`config.mk`:
```
export PLATFORM = sky130hd
export DESIGN_NAME = regwrite_arbiter
export DESIGN_NICKNAME = d
export VERILOG_FILES = /design/src/rtl/regwrite_arbiter_pkg.sv /design/src/rtl/result_fifo.sv /design/src/rtl/regwrite_arbiter.sv
export VERILOG_INCLUDE_DIRS = /design/src /design/src/rtl
export SDC_FILE = /design/constraint.sdc
export NUM_CORES = 1
export LEC_CHECK = 0
export CAP_MARGIN = 0
export CORE_ASPECT_RATIO = 2
export CORE_MARGIN = 5
export CORE_UTILIZATION = 56
export DETAILED_ROUTE_END_ITERATION = 12
export PLACE_DENSITY = 0.92
export SYNTH_ARGS = -nofsm -noshare
export SYNTH_HDL_FRONTEND = slang
export SYNTH_HIERARCHICAL = 1
export SYNTH_SLANG_ARGS = --single-unit
```
`constraint.sdc`:
```
create_clock -name clk -period 6.5 [get_ports clk]
set_input_delay 0.975 -clock clk [delete_from_list [all_inputs] [get_ports clk]]
set_output_delay 0.975 -clock clk [all_outputs]
set_load 0.05 [all_outputs]
```
`src/rtl/definitions.svh`:
```
// Global machine definitions shared by the writeback datapath.
`ifndef DEFINITIONS_SVH
`define DEFINITIONS_SVH
`define REGISTER_COUNT 32
`endif

```
`src/rtl/regwrite_arbiter_pkg.sv`:
```
// Shared writeback types: machine word, register number and a tagged result.
`include "definitions.svh"

package regwrite_arbiter_pkg;
  localparam int WORD_W   = 32;
  localparam int REGNUM_W = $clog2(`REGISTER_COUNT);

  typedef logic [WORD_W-1:0]   word;
  typedef logic [REGNUM_W-1:0] regnum;

  typedef struct packed {
    regnum dest;
    word   data;
  } wb_result;

  // x0 is hardwired zero, so results aimed at it are consumed silently.
  function automatic logic is_writable(input regnum r);
    return r != '0;
  endfunction
endpackage

```
`src/rtl/result_fifo.sv`:
```
// In-order buffer for load results waiting for a free register-set write slot.
module result_fifo
  import regwrite_arbiter_pkg::*;
#(
  parameter int Depth = 2
) (
  input  logic     clk,
  input  logic     res_n,
  input  logic     push,
  input  wb_result push_data,
  input  logic     pop,
  output wb_result head,
  output logic     full,
  output logic     empty
);
  localparam int PTR_W = $clog2(Depth);
  typedef logic [PTR_W:0] ptr_t;

  wb_result mem [Depth];
  ptr_t     wr_ptr;
  ptr_t     rd_ptr;
  logic     do_push;
  logic     do_pop;

  // Extra pointer MSB distinguishes full from empty when the indices match.
  assign full    = (wr_ptr[PTR_W] != rd_ptr[PTR_W]) &&
                   (wr_ptr[PTR_W-1:0] == rd_ptr[PTR_W-1:0]);
  assign empty   = wr_ptr == rd_ptr;
  assign do_push = push && !full;
  assign do_pop  = pop && !empty;
  assign head    = mem[rd_ptr[PTR_W-1:0]];

  always_ff @(posedge clk or negedge res_n) begin
    if (!res_n) begin
      wr_ptr <= '0;
      rd_ptr <= '0;
    end else begin
      if (do_push) wr_ptr <= wr_ptr + ptr_t'(1);
      if (do_pop)  rd_ptr <= rd_ptr + ptr_t'(1);
    end
  end

  always_ff @(posedge clk) begin
    if (do_push) mem[wr_ptr[PTR_W-1:0]] <= push_data;
  end
endmodule

```
`src/rtl/regwrite_arbiter.sv`:
```
// Single-port register writeback arbiter: ALU results win, loads are buffered,
// and a busy scoreboard tracks registers with uncommitted writes.
`include "definitions.svh"

module regwrite_arbiter
  import regwrite_arbiter_pkg::*;
#(
  parameter int RegisterCount = `REGISTER_COUNT,
  parameter int MemFifoDepth  = 2
) (
  input  logic  clk,
  input  logic  res_n,
  input  logic  alu_valid,
  input  regnum alu_reg,
  input  word   alu_data,
  input  logic  mem_valid,
  output logic  mem_ready,
  input  regnum mem_reg,
  input  word   mem_data,
  output word   write,
  output regnum write_reg,
  output logic  write_enable,
  input  logic  issue_valid,
  input  regnum issue_reg,
  input  regnum q0_reg,
  input  regnum q1_reg,
  output logic  q0_busy,
  output logic  q1_busy,
  output logic  stray_write
);
  wb_result                 fifo_head;
  logic                     fifo_full;
  logic                     fifo_empty;
  logic                     fifo_pop;
  wb_result                 sel_p0;
  logic                     vld_p0;
  logic [RegisterCount-1:0] busy;
  logic [RegisterCount-1:0] busy_nxt;

  result_fifo #(
    .Depth(MemFifoDepth)
  ) u_result_fifo (
    .clk      (clk),
    .res_n    (res_n),
    .push     (mem_valid),
    .push_data({mem_reg, mem_data}),
    .pop      (fifo_pop),
    .head     (fifo_head),
    .full     (fifo_full),
    .empty    (fifo_empty)
  );

  assign mem_ready = !fifo_full;

  // Stage p0: pick the winning result for this cycle's write slot.
  always_comb begin
    fifo_pop = !alu_valid && !fifo_empty;
    vld_p0   = alu_valid || !fifo_empty;
    sel_p0   = alu_valid ? wb_result'{dest: alu_reg, data: alu_data} : fifo_head;
  end

  // Stage p1: registered register-set write port.
  always_ff @(posedge clk or negedge res_n) begin
    if (!res_n) begin
      write_enable <= 1'b0;
      write        <= '0;
      write_reg    <= '0;
    end else begin
      write_enable <= vld_p0 && is_writable(sel_p0.dest);
      if (vld_p0 && is_writable(sel_p0.dest)) begin
        write     <= sel_p0.data;
        write_reg <= sel_p0.dest;
      end
    end
  end

  // Clear on commit first so a same-edge issue of that register wins.
  always_comb begin
    busy_nxt = busy;
    if (write_enable)
      busy_nxt[write_reg] = 1'b0;
    if (issue_valid)
      busy_nxt[issue_reg] = 1'b1;
    busy_nxt[0] = 1'b0;
  end

  always_ff @(posedge clk or negedge res_n) begin
    if (!res_n) begin
      busy        <= '0;
      stray_write <= 1'b0;
    end else begin
      busy <= busy_nxt;
      if (write_enable && !busy[write_reg])
        stray_write <= 1'b1;
    end
  end

  assign q0_busy = busy[q0_reg];
  assign q1_busy = busy[q1_reg];
endmodule

```
==> summary.txt <==
Run status
  • Status: finished clean

Clocking
  • CTS tree: yes
  • Number of H-tree levels: 4
  • CTS Root Cell: clkbuf_16
  • Clock Sinks: 148
  • Clock buffer depth: 2
  • Post_cts resized: 0
  • Clock-pin transition on the worst setup and hold timing paths: 0.06 ns
  • Post-CTS Setup Inserts: 0
  • Later-pin clock latency in the skew report: 0.43 ns
  • Hold buffers post-CTS: 0
  • Total clock buffers created by CTS: 17

STA
  • Tcrit/Tclk final: 73.2%
  • Min Clock Period, post-route: 4.76 ns
  • Setup-failing EPs final: 0
  • RSZ-0062 raised after global routing: no
  • Worst Max-Slew Pin Slew: 1.04 ns
  • Hold Fails Final Rpt: 0
  • F_max: 0.210 GHz
  • Final Max Slew Viols: 0
  • Setup TNS: 0 ns
  • Setup Skew: 0.0141 ns
  • Worst rel slew slack: 30.7%

Drt
  • Post-DR wirelength/cell: 25.8 um
  • Vias after detailed routing: 4673
  • WL final: 19.4 mm
  • # DRC: 0
  • DR vias/cell: 6.21
  • DR pass1 iterations: 6
  • DR iter-0 viols: 227
  • Post-DRT Antenna Nets: 0

Power
  • P per Cell Area: 513 nW/um^2
  • Power Total: 0.00456 W
  • Leakage: 3.25 nW
  • P_sw: 0.00184 W
  • Sw Share: 40.4%
  • Internal: 0.00272 W
  • Sequential share of power: 37.9%
  • Worst vdd ir: 0.000418 V
  • Clock network fraction of total power: 21.2%
  • Comb power frac: 40.8%

Floorplan
  • Die X: 88.4 um
  • I/O pins: 136
  • Full die area: 14800 sq um
  • Starting Density: 56.8%
  • Num rows: 57
  • Die Ht: 167 um
  • Core area: 12100 sq um

Cells and area
  • Nets@finish: 685
  • Max FFs per register: 74
  • Area taken by flip-flops and latches: 4080 sq um
  • Layout cells sized above 1: 27.3%
  • Layout overhead on the synthesized area: 29.0%
  • Commonest non-fill, non-tap cell in the layout: clkdlybuf4s50_1
  • Final core utilization: 73.3%
  • Multi-input gate area: 2660 sq um
  • Fillers: 751
  • Most frequent cells in the layout: 133 x clkdlybuf4s50_1, 95 x mux2_2, 74 x edfxtp_1

Hold path
  • HP Start: stray_write$_DFFE_PN0P_
  • Hold Path Class: flip-flop to flip-flop

Logic synthesis
  • Syn. warnings: 6
  • Sequential area share after synthesis: 59.1%
  • Top area cells in the synthesized netlist: edfxtp_1 32%, dfrtp_1 27%, mux2_2 16%, mux4_2 6.9%, o21ai_0 4.7%
  • Syn_area_per_cell: 15.0 sq um
  • Area leader, netlist: edfxtp_1
  • Synthesized area: 6890 sq um
  • Yosys top cell area share: 32.3%
  • Gate Count Post-Synth: 458
  • Register bit total from synthesis: 148
  • Net Count, Synth: 552
  • Post-synth cell types: 41

Place
  • Port Buf Inserts: 135
  • GPL Wtd Cong: 0.945
  • Post-DP HPWL: 13.4 mm

GRT
  • Congestion Overflow GR: 0
  • Initial antenna violation count: 1
  • First-pass GRT wire length: 29.6 mm
  • Overall routing resource usage: 27.4%
  • Largest net degree at the start of global routing: 75
  • Vias in the first global route: 5401

Worst setup path
  • Worst r2r src: u_result_fifo/rd_ptr[0]$_DFFE_PN0P_
  • Arr. time, crit path: 3.78 ns
  • Max FO, Critical Path: 8
  • R2R Setup Slk: 3.30 ns
  • CP Launch Type: input port
  • Critical Path RT: 5.52 ns
  • Setup CP Type: input port to primary output
  • Critical Path Start: q0_reg[0]
  • CP Capture Type: primary output

Flow run
  • Max-Cap Viols: 0
-- power by group through the flow --
stage                     Sequential (W)  Combinational [W]  Clock, W
after global placement           0.00171            0.00178         0
after CTS                        0.00173            0.00187  0.000978
after detailed placement         0.00174            0.00184         0
after global routing             0.00177            0.00196   0.00102
after floorplan                  0.00196           0.000977         0
final                            0.00173            0.00186  0.000968
-- per-stage QoR --
step                worst slack [ns]  std cells  area, sq um  hold slack [ns]
floorplan                       2.98        458         6890            0.499
global placement                1.78        719         8310            0.460
detailed placement              1.73        719         8310            0.457
CTS                             1.73        751         8890            0.470
global route                    1.64        752         8890            0.476
finish                          1.74        752         8890            0.468
-- final cells by class --
cell class                 count  share of cell area, %
antenna                        1                 0.0281
tap                          147                   2.07
multi-input combinational    281                   30.0
sequential                   148                   45.8
inverter                       5                  0.211
clock inverter                14                   1.59
clock buffer                  18                   4.94
timing repair buffer         138                   15.4
-- worst paths after layout --
kind                                                        to  cells after the start
setup / recovery                                       q0_busy                      5
hold / removal                         stray_write$_DFFE_PN0P_                      1
setup reg to reg                         write[27]$_DFFE_PN0P_                      6
hold reg to reg                        stray_write$_DFFE_PN0P_                      1
max in group asynchronous  u_result_fifo/rd_ptr[0]$_DFFE_PN0P_                      1
min in group asynchronous                write[16]$_DFFE_PN0P_                      1
-- synthesized netlist by cell type --
cell type / number
a31oi_1: 1
inv_1: 5
o31ai_1: 1
a41o_1: 1
xnor2_1: 1
buf_8: 1
dfrtp_1: 74
o21ai_0: 65
a22oi_1: 1
o22ai_1: 1
xor2_1: 1
buf_2: 6
a32oi_1: 1
buf_1: 2
or3_1: 2
nand3b_1: 8
nand2_1: 10
nor2b_1: 2
nor3b_2: 1
a21oi_1: 6
clkbuf_1: 7
mux4_2: 21
mux2_2: 95
or2_2: 1
mux2_1: 15
buf_4: 1
a311oi_1: 1
edfxtp_1: 74
o221ai_1: 1
or4_1: 2
xor2_2: 1
nor2_2: 1
nand3_1: 7
o211ai_1: 1
buf_6: 7
a21boi_1: 1
nor2_1: 7
mux2i_1: 16
o21ai_1: 3
a21oi_2: 1
or3b_2: 5
-- kinds of logic (layout without fill, tap and decap cells) --
kind of cell              Yosys count  after routing  share of synthesized area (%)
xor gates and xnor gates            3              3                          0.490
AOI/OAI and AO/OA                  85             85                           6.65
buffers and inverters              29            175                           2.67
other                               0              1                              0
muxes                             147            147                           27.2
DFF                               148            148                           59.1
and+or+nand+nor                    46             46                           3.89
-- critical path: stages --
cell	delay (ns)
clkdlybuf4s50_1	0.77
mux4_2	0.58
mux4_2	0.48
mux2_2	0.27
clkdlybuf4s50_1	0.70
-- metal layers --
| metal | up-vias | global-route usage, % | part of all wire [%] |
|---|---|---|---|
| met5 | - | 0 | 0 |
| li1 | 2044 | - | - |
| met4 | 0 | 17.6 | 6.5 |
| met1 | 2339 | 26.2 | 31 |
| met2 | 216 | 49.8 | 57 |
| met3 | 74 | 6.38 | 5.5 |
Power figures use the tool's default switching activity.
